==> config.mk <==
export PLATFORM = sky130hd
export DESIGN_NAME = ntsc_sync_decoder
export DESIGN_NICKNAME = d
export VERILOG_FILES = /design/src/rtl/ntsc_sync_decoder.sv
export SDC_FILE = /design/constraint.sdc
export NUM_CORES = 1
export LEC_CHECK = 0
export ABC_AREA = 1
export CAP_MARGIN = 40
export CORE_MARGIN = 4
export CORE_UTILIZATION = 45
export CTS_BUF_LIST = sky130_fd_sc_hd__clkbuf_4
export CTS_CLUSTER_DIAMETER = 40
export DETAILED_ROUTE_END_ITERATION = 16
export PLACE_DENSITY = 0.67
export SYNTH_ARGS = -nofsm -noshare
export SYNTH_HDL_FRONTEND = slang
export SYNTH_SLANG_ARGS = --single-unit
==> constraint.sdc <==
create_clock -name clk -period 2 [get_ports clk]
set_clock_uncertainty 0.2 [all_clocks]
set_input_delay 0.4 -clock clk [delete_from_list [all_inputs] [get_ports clk]]
set_output_delay 0.4 -clock clk [all_outputs]
set_load 0.005 [all_outputs]
==> src/rtl/ntsc_sync_decoder.sv <==
// Recovers horizontal and vertical timing from a 3-bit sampled composite video signal.
// Maps each registered sample into visible-window pixel coordinates and a luminance value.
module ntsc_sync_decoder #(
    parameter logic [9:0] BASE_PIXEL_X          = 10'd184,
    parameter logic [9:0] RESOLUTION_HORIZONTAL = 10'd560,
    parameter logic [9:0] BASE_PIXEL_Y          = 10'd89,
    parameter logic [9:0] RESOLUTION_VERTICAL   = 10'd400
) (
    input  logic       clk,
    input  logic       reset,
    input  logic [2:0] ntsc_in,
    output logic       h_sync_out,
    output logic       v_sync_out,
    output logic       field,
    output logic       locked,
    output logic [9:0] pixel_x,
    output logic [9:0] pixel_y,
    output logic       pixel_is_visible,
    output logic [2:0] pixel_data,
    output logic       pixel_valid,
    output logic [1:0] o_dbg_state
);

    localparam logic [1:0] ST_LINE    = 2'd0;
    localparam logic [1:0] ST_VSYNC   = 2'd1;
    localparam logic [1:0] ST_POST_EQ = 2'd2;

    localparam logic [11:0] TIMEOUT_CYCLES = 12'd4000;
    localparam logic [11:0] H_LOAD        = 12'd310;
    localparam logic [10:0] X_END = {1'b0, BASE_PIXEL_X} + {1'b0, RESOLUTION_HORIZONTAL};
    localparam logic [10:0] Y_END = {1'b0, BASE_PIXEL_Y} + {1'b0, RESOLUTION_VERTICAL};

    logic [2:0]  r_ntsc_q;
    logic [10:0] r_run_cnt;
    logic [11:0] r_h_count;
    logic [9:0]  r_line;
    logic [1:0]  r_state;
    logic [3:0]  r_broad_cnt;
    logic [3:0]  r_eq_cnt;
    logic [11:0] r_timeout;
    logic        r_field;
    logic        r_locked;

    logic        w_in_sync;
    logic        w_edge;
    logic        w_is_eq;
    logic        w_is_hsync;
    logic        w_is_broad;
    logic        w_accepted;
    logic        w_timeout_hit;
    logic        w_field_start;
    logic [9:0]  w_hx;
    logic        w_visible;
    logic [2:0]  w_luma;

    // r_run_cnt holds the width of the run that just ended on the first non-sync sample.
    assign w_in_sync     = (r_ntsc_q == 3'd0);
    assign w_edge        = !w_in_sync && (r_run_cnt != 11'd0);
    assign w_is_eq       = w_edge && (r_run_cnt >= 11'd32) && (r_run_cnt <= 11'd175);
    assign w_is_hsync    = w_edge && (r_run_cnt >= 11'd176) && (r_run_cnt <= 11'd699);
    assign w_is_broad    = w_edge && (r_run_cnt >= 11'd700);
    assign w_accepted    = w_is_eq || w_is_hsync || w_is_broad;
    assign w_timeout_hit = !w_accepted && (r_timeout == TIMEOUT_CYCLES - 12'd1);
    assign w_field_start = w_is_hsync && (r_state == ST_POST_EQ) &&
                           ((r_eq_cnt == 4'd7) || (r_eq_cnt == 4'd6));

    always_ff @(posedge clk or posedge reset) begin
        if (reset) begin
            r_ntsc_q  <= 3'b001;
            r_run_cnt <= 11'd0;
            r_h_count <= 12'd0;
            r_timeout <= 12'd0;
        end else begin
            r_ntsc_q <= ntsc_in;
            if (!w_in_sync)
                r_run_cnt <= 11'd0;
            else if (r_run_cnt != 11'h7FF)
                r_run_cnt <= r_run_cnt + 11'd1;
            if (w_is_hsync)
                r_h_count <= H_LOAD;
            else if (r_h_count != 12'hFFF)
                r_h_count <= r_h_count + 12'd1;
            if (w_accepted)
                r_timeout <= 12'd0;
            else if (r_timeout != TIMEOUT_CYCLES)
                r_timeout <= r_timeout + 12'd1;
        end
    end

    always_ff @(posedge clk or posedge reset) begin
        if (reset) begin
            r_state     <= ST_LINE;
            r_line      <= 10'd0;
            r_broad_cnt <= 4'd0;
            r_eq_cnt    <= 4'd0;
            r_field     <= 1'b0;
            r_locked    <= 1'b0;
        end else begin
            if (w_timeout_hit)
                r_locked <= 1'b0;
            // A broad pulse restarts vertical sync from any state.
            if (w_is_broad) begin
                r_state <= ST_VSYNC;
                if (r_state != ST_VSYNC)
                    r_broad_cnt <= 4'd1;
                else if (r_broad_cnt != 4'hF)
                    r_broad_cnt <= r_broad_cnt + 4'd1;
            end else begin
                case (r_state)
                    ST_VSYNC: begin
                        if (w_is_eq) begin
                            if (r_broad_cnt >= 4'd6) begin
                                r_state  <= ST_POST_EQ;
                                r_eq_cnt <= 4'd1;
                            end else begin
                                r_state  <= ST_LINE;
                                r_locked <= 1'b0;
                            end
                        end else if (w_is_hsync) begin
                            r_state  <= ST_LINE;
                            r_locked <= 1'b0;
                        end
                    end
                    ST_POST_EQ: begin
                        if (w_is_eq) begin
                            if (r_eq_cnt != 4'hF)
                                r_eq_cnt <= r_eq_cnt + 4'd1;
                        end else if (w_is_hsync) begin
                            r_state <= ST_LINE;
                            if (r_eq_cnt == 4'd7) begin
                                r_line   <= 10'd20;
                                r_field  <= 1'b0;
                                r_locked <= 1'b1;
                            end else if (r_eq_cnt == 4'd6) begin
                                r_line   <= 10'd19;
                                r_field  <= 1'b1;
                                r_locked <= 1'b1;
                            end else begin
                                r_locked <= 1'b0;
                            end
                        end
                    end
                    default: begin
                        if (w_is_hsync)
                            r_line <= (r_line >= 10'd1021) ? 10'd1023 : r_line + 10'd2;
                    end
                endcase
            end
        end
    end

    assign w_hx      = r_h_count[11:2];
    assign w_visible = (w_hx >= BASE_PIXEL_X) && ({1'b0, w_hx} < X_END) &&
                       (r_line >= BASE_PIXEL_Y) && ({1'b0, r_line} < Y_END);
    // Sync, blank and black all decode to luminance 0.
    assign w_luma    = (r_ntsc_q >= 3'd3) ? (r_ntsc_q - 3'd2) : 3'd0;

    assign h_sync_out       = w_is_hsync;
    assign v_sync_out       = w_field_start;
    assign field            = r_field;
    assign locked           = r_locked;
    assign pixel_is_visible = w_visible;
    assign pixel_x          = w_visible ? (w_hx - BASE_PIXEL_X) : 10'd0;
    assign pixel_y          = w_visible ? (r_line - BASE_PIXEL_Y) : 10'd0;
    assign pixel_data       = w_visible ? w_luma : 3'd0;
    assign pixel_valid      = w_visible && r_locked;
    assign o_dbg_state      = r_state;

endmodule

==> metrics.txt <==
outcome finished, violations left; failing checks negative setup slack; first-pass GRT wire length 21.92 mm; Initial Util 46.58%; Die X 103.5 um; Reg2Reg Depth 12; Worst Path Max Fanout 4; clk root buf clkbuf_4; Final Hold Viols 0; H-Tree Depth 3; distinct cell type count after synthesis 43; Design Area, Final 7238 um2; fmax ~340 MHz; synthesis-stage register bit count 60; Routed WL 17.42 mm; fin nets approximately 820; I/O pin count 36; DP Cell Count 817; warnings from Yosys 0; pwr dens 308.9 nW/um2; Worst R2R Setup Slack -0.47 ns; ANT cells 0; switching power about 0.56 mW; Synth Cell Area slightly above 4000 um2; routed vias ~5300; Setup Crit Path Kind flop to primary output; Post-route DRC 0; First-pass DRT Iterations 5; Leak roughly 3.5 nW; slack of the critical path -0.9262 ns; sequential cell area fraction in the yosys report a little over a third; drt via density 5.806; All-Layer GR Usage 26.04%; Crit. End Element primary output; Hold Path Class input port to asynchronous set/reset pin; most frequent cells in the layout 146 x buf_4, 71 x nand2_1, 61 x inv_1; RSZ-0062 raised after global routing true; die height 103.5 um; layout cells sized above 1 a little over half; hold_buf cts 0; wire length per cell 19.16 um; Peak VDD IR 0.3591 mV; initial drt markers 382; fin crit period 2.926 ns; arrival time of the worst setup path 2.33 ns; syn avg cell area 7.377 um2; dpl hpwl 8.460 mm; reg2reg end r_run_cnt[3]; gr ovfl total 0; Logic pwr share 4.9%; area growth from synthesis to layout 76.48%; setup TNS -35.80 ns; Reg2Reg Launch Point r_run_cnt[1]; DP Area between 5000 and 6000 um2; largest net degree at the start of global routing 28; clock latency on the worst-skew pair 0.44 ns; max-slew violations 0; most common cell after layout, fill and taps aside buf_4; Num CTS Buffers 9; Fillers 454; die area 10710 um2; initial antenna violation count 0; Util after Layout between 80% and 90%; CTS tree done; final cell count without fillers 909; Final period util 146.3%; max-cap violations 0; clock slew at reported path FFs 0.11 ns; startpoint types flop; maximum clock insertion buffer count 2; sequential fraction of design power 54.6%; switch share 24.94%; Pwr Total 2.236 mW; max_slew headroom 51.89%; core box area around 9000 um2; PortBufs 35; Routed Antenna Nets 0; clock group share of total power 40.5%; Rows 34; Crit path required time 1.40 ns; syn nets 579; vias in the first global route 4882; slew of the pin with the lowest slew margin 0.7216 ns; routability cong. 0.8977; Setup violations, final 78; Pint about 1.7 mW; clk sinks 60; Synth Instances 556
[how the worst max path moves through the flow]
stage | from | end | slack (ns) | cells after the start
CTS | r_line[1] | pixel_data[2] | -0.78 | 13
detailed placement | r_line[1] | pixel_data[2] | -0.71 | 12
global placement | r_line[1] | pixel_data[2] | -0.64 | 12
finish | r_line[1] | pixel_y[4] | -0.93 | 13
global route | r_line[1] | pixel_y[3] | -1.0 | 13
floorplan | r_line[1] | pixel_x[6] | -0.14 | 11
[layout make-up]
cell class              count  area [um2]  area share, %
clock buffers              12       90.09          1.245
clock inverters             4       42.54         0.5877
inverters                  82       336.6          4.650
multi-input cells         405        3050          42.14
flip-flops and latches     60        1508          20.83
well taps                 108       135.1          1.867
repair buffers            237        2064          28.52
repair inverters            1       11.26         0.1556
[routing by layer]
layer | GRT usage, % | wire length [um]
met3 | 4.494 | 1139
met4 | 12.55 | 1228
met5 | 0 | 0
met1 | 31.77 | 6320
met2 | 44.41 | 8730
[stage by stage]
step	hold slack [ns]	worst slack [ns]
final	0.04726	-0.9262
after global routing	0.04782	-0.9996
after CTS	0.04742	-0.7808
after detailed placement	0.2811	-0.7088
after global placement	0.2776	-0.6402
after floorplan	0.2045	-0.1392
[state kept, by name, indices dropped and copies added (netlist names)]
signal       flops
field            1
r_line          10
o_dbg_state      2
r_timeout       12
r_run_cnt       11
r_h_count       12
r_ntsc_q         3
r_broad_cnt      4
locked           1
r_eq_cnt         4
[power groups by stage]
stage / Sequential, mW / Combinational, mW / Clock [mW]
6_report: 1.22 / 0.110 / 0.905
3_3_place_gp: 1.24 / 0.0801 / 0
4_1_cts: 1.22 / 0.106 / 0.901
5_1_grt: 1.22 / 0.118 / 0.972
3_5_place_dp: 1.24 / 0.0811 / 0
2_1_floorplan: 1.24 / 0.0387 / 0
[Yosys cell counts (all sizes together)]
master,instances,area share (%)
inv,82,7.7
or2,2,0.31
a21oi,27,3.3
xor2,12,2.6
a31oi,2,0.31
o2111ai,1,0.21
a211oi,3,0.55
nor3,32,4.5
o211ai,2,0.37
nor3b,3,0.79
o22ai,1,0.15
dfstp,1,0.64
o31ai,3,0.55
nor2,89,9.1
nand2,105,11
buf,6,1.1
nand3,46,6.7
o311ai,1,0.21
o21ai,36,4.8
clkbuf,3,0.31
o21a,2,0.37
nand4,12,1.8
ha,18,5.5
o211a,1,0.24
dfrtp,59,36
nor4,5,0.76
xnor2,2,0.43
[critical path, stage by stage (launching register included)]
cell and delay (ns):
dfrtp_1 0.42, inv_2 0.10, ha_4 0.15, nand2_4 0.06, nand2_4 0.09, inv_4 0.05, nor2_4 0.10, nor2_2 0.06
nor2_2 0.13, nand3_4 0.14, buf_12 0.17, buf_8 0.13, nor3_2 0.14, buf_2 0.15
[cells by family (layout without fill, tap and decap cells)]
group	Yosys count	count (layout)	share of synthesized area, %
adders and majority gates	18	18	5.491
and+or+nand+nor	294	294	34.69
DFF	60	60	36.64
AOI/OAI and AO/OA	79	79	11.01
buffers and inverters	91	336	9.182
xor gates and xnor gates	14	14	2.990
[timing repair]
item	in CTS	in global routing
cloned	4	0
buffers inserted	71	37
resized for setup	253	138
pin swaps	47	46
setup endpoints to repair	64	79
Power figures use the tool's default switching activity.
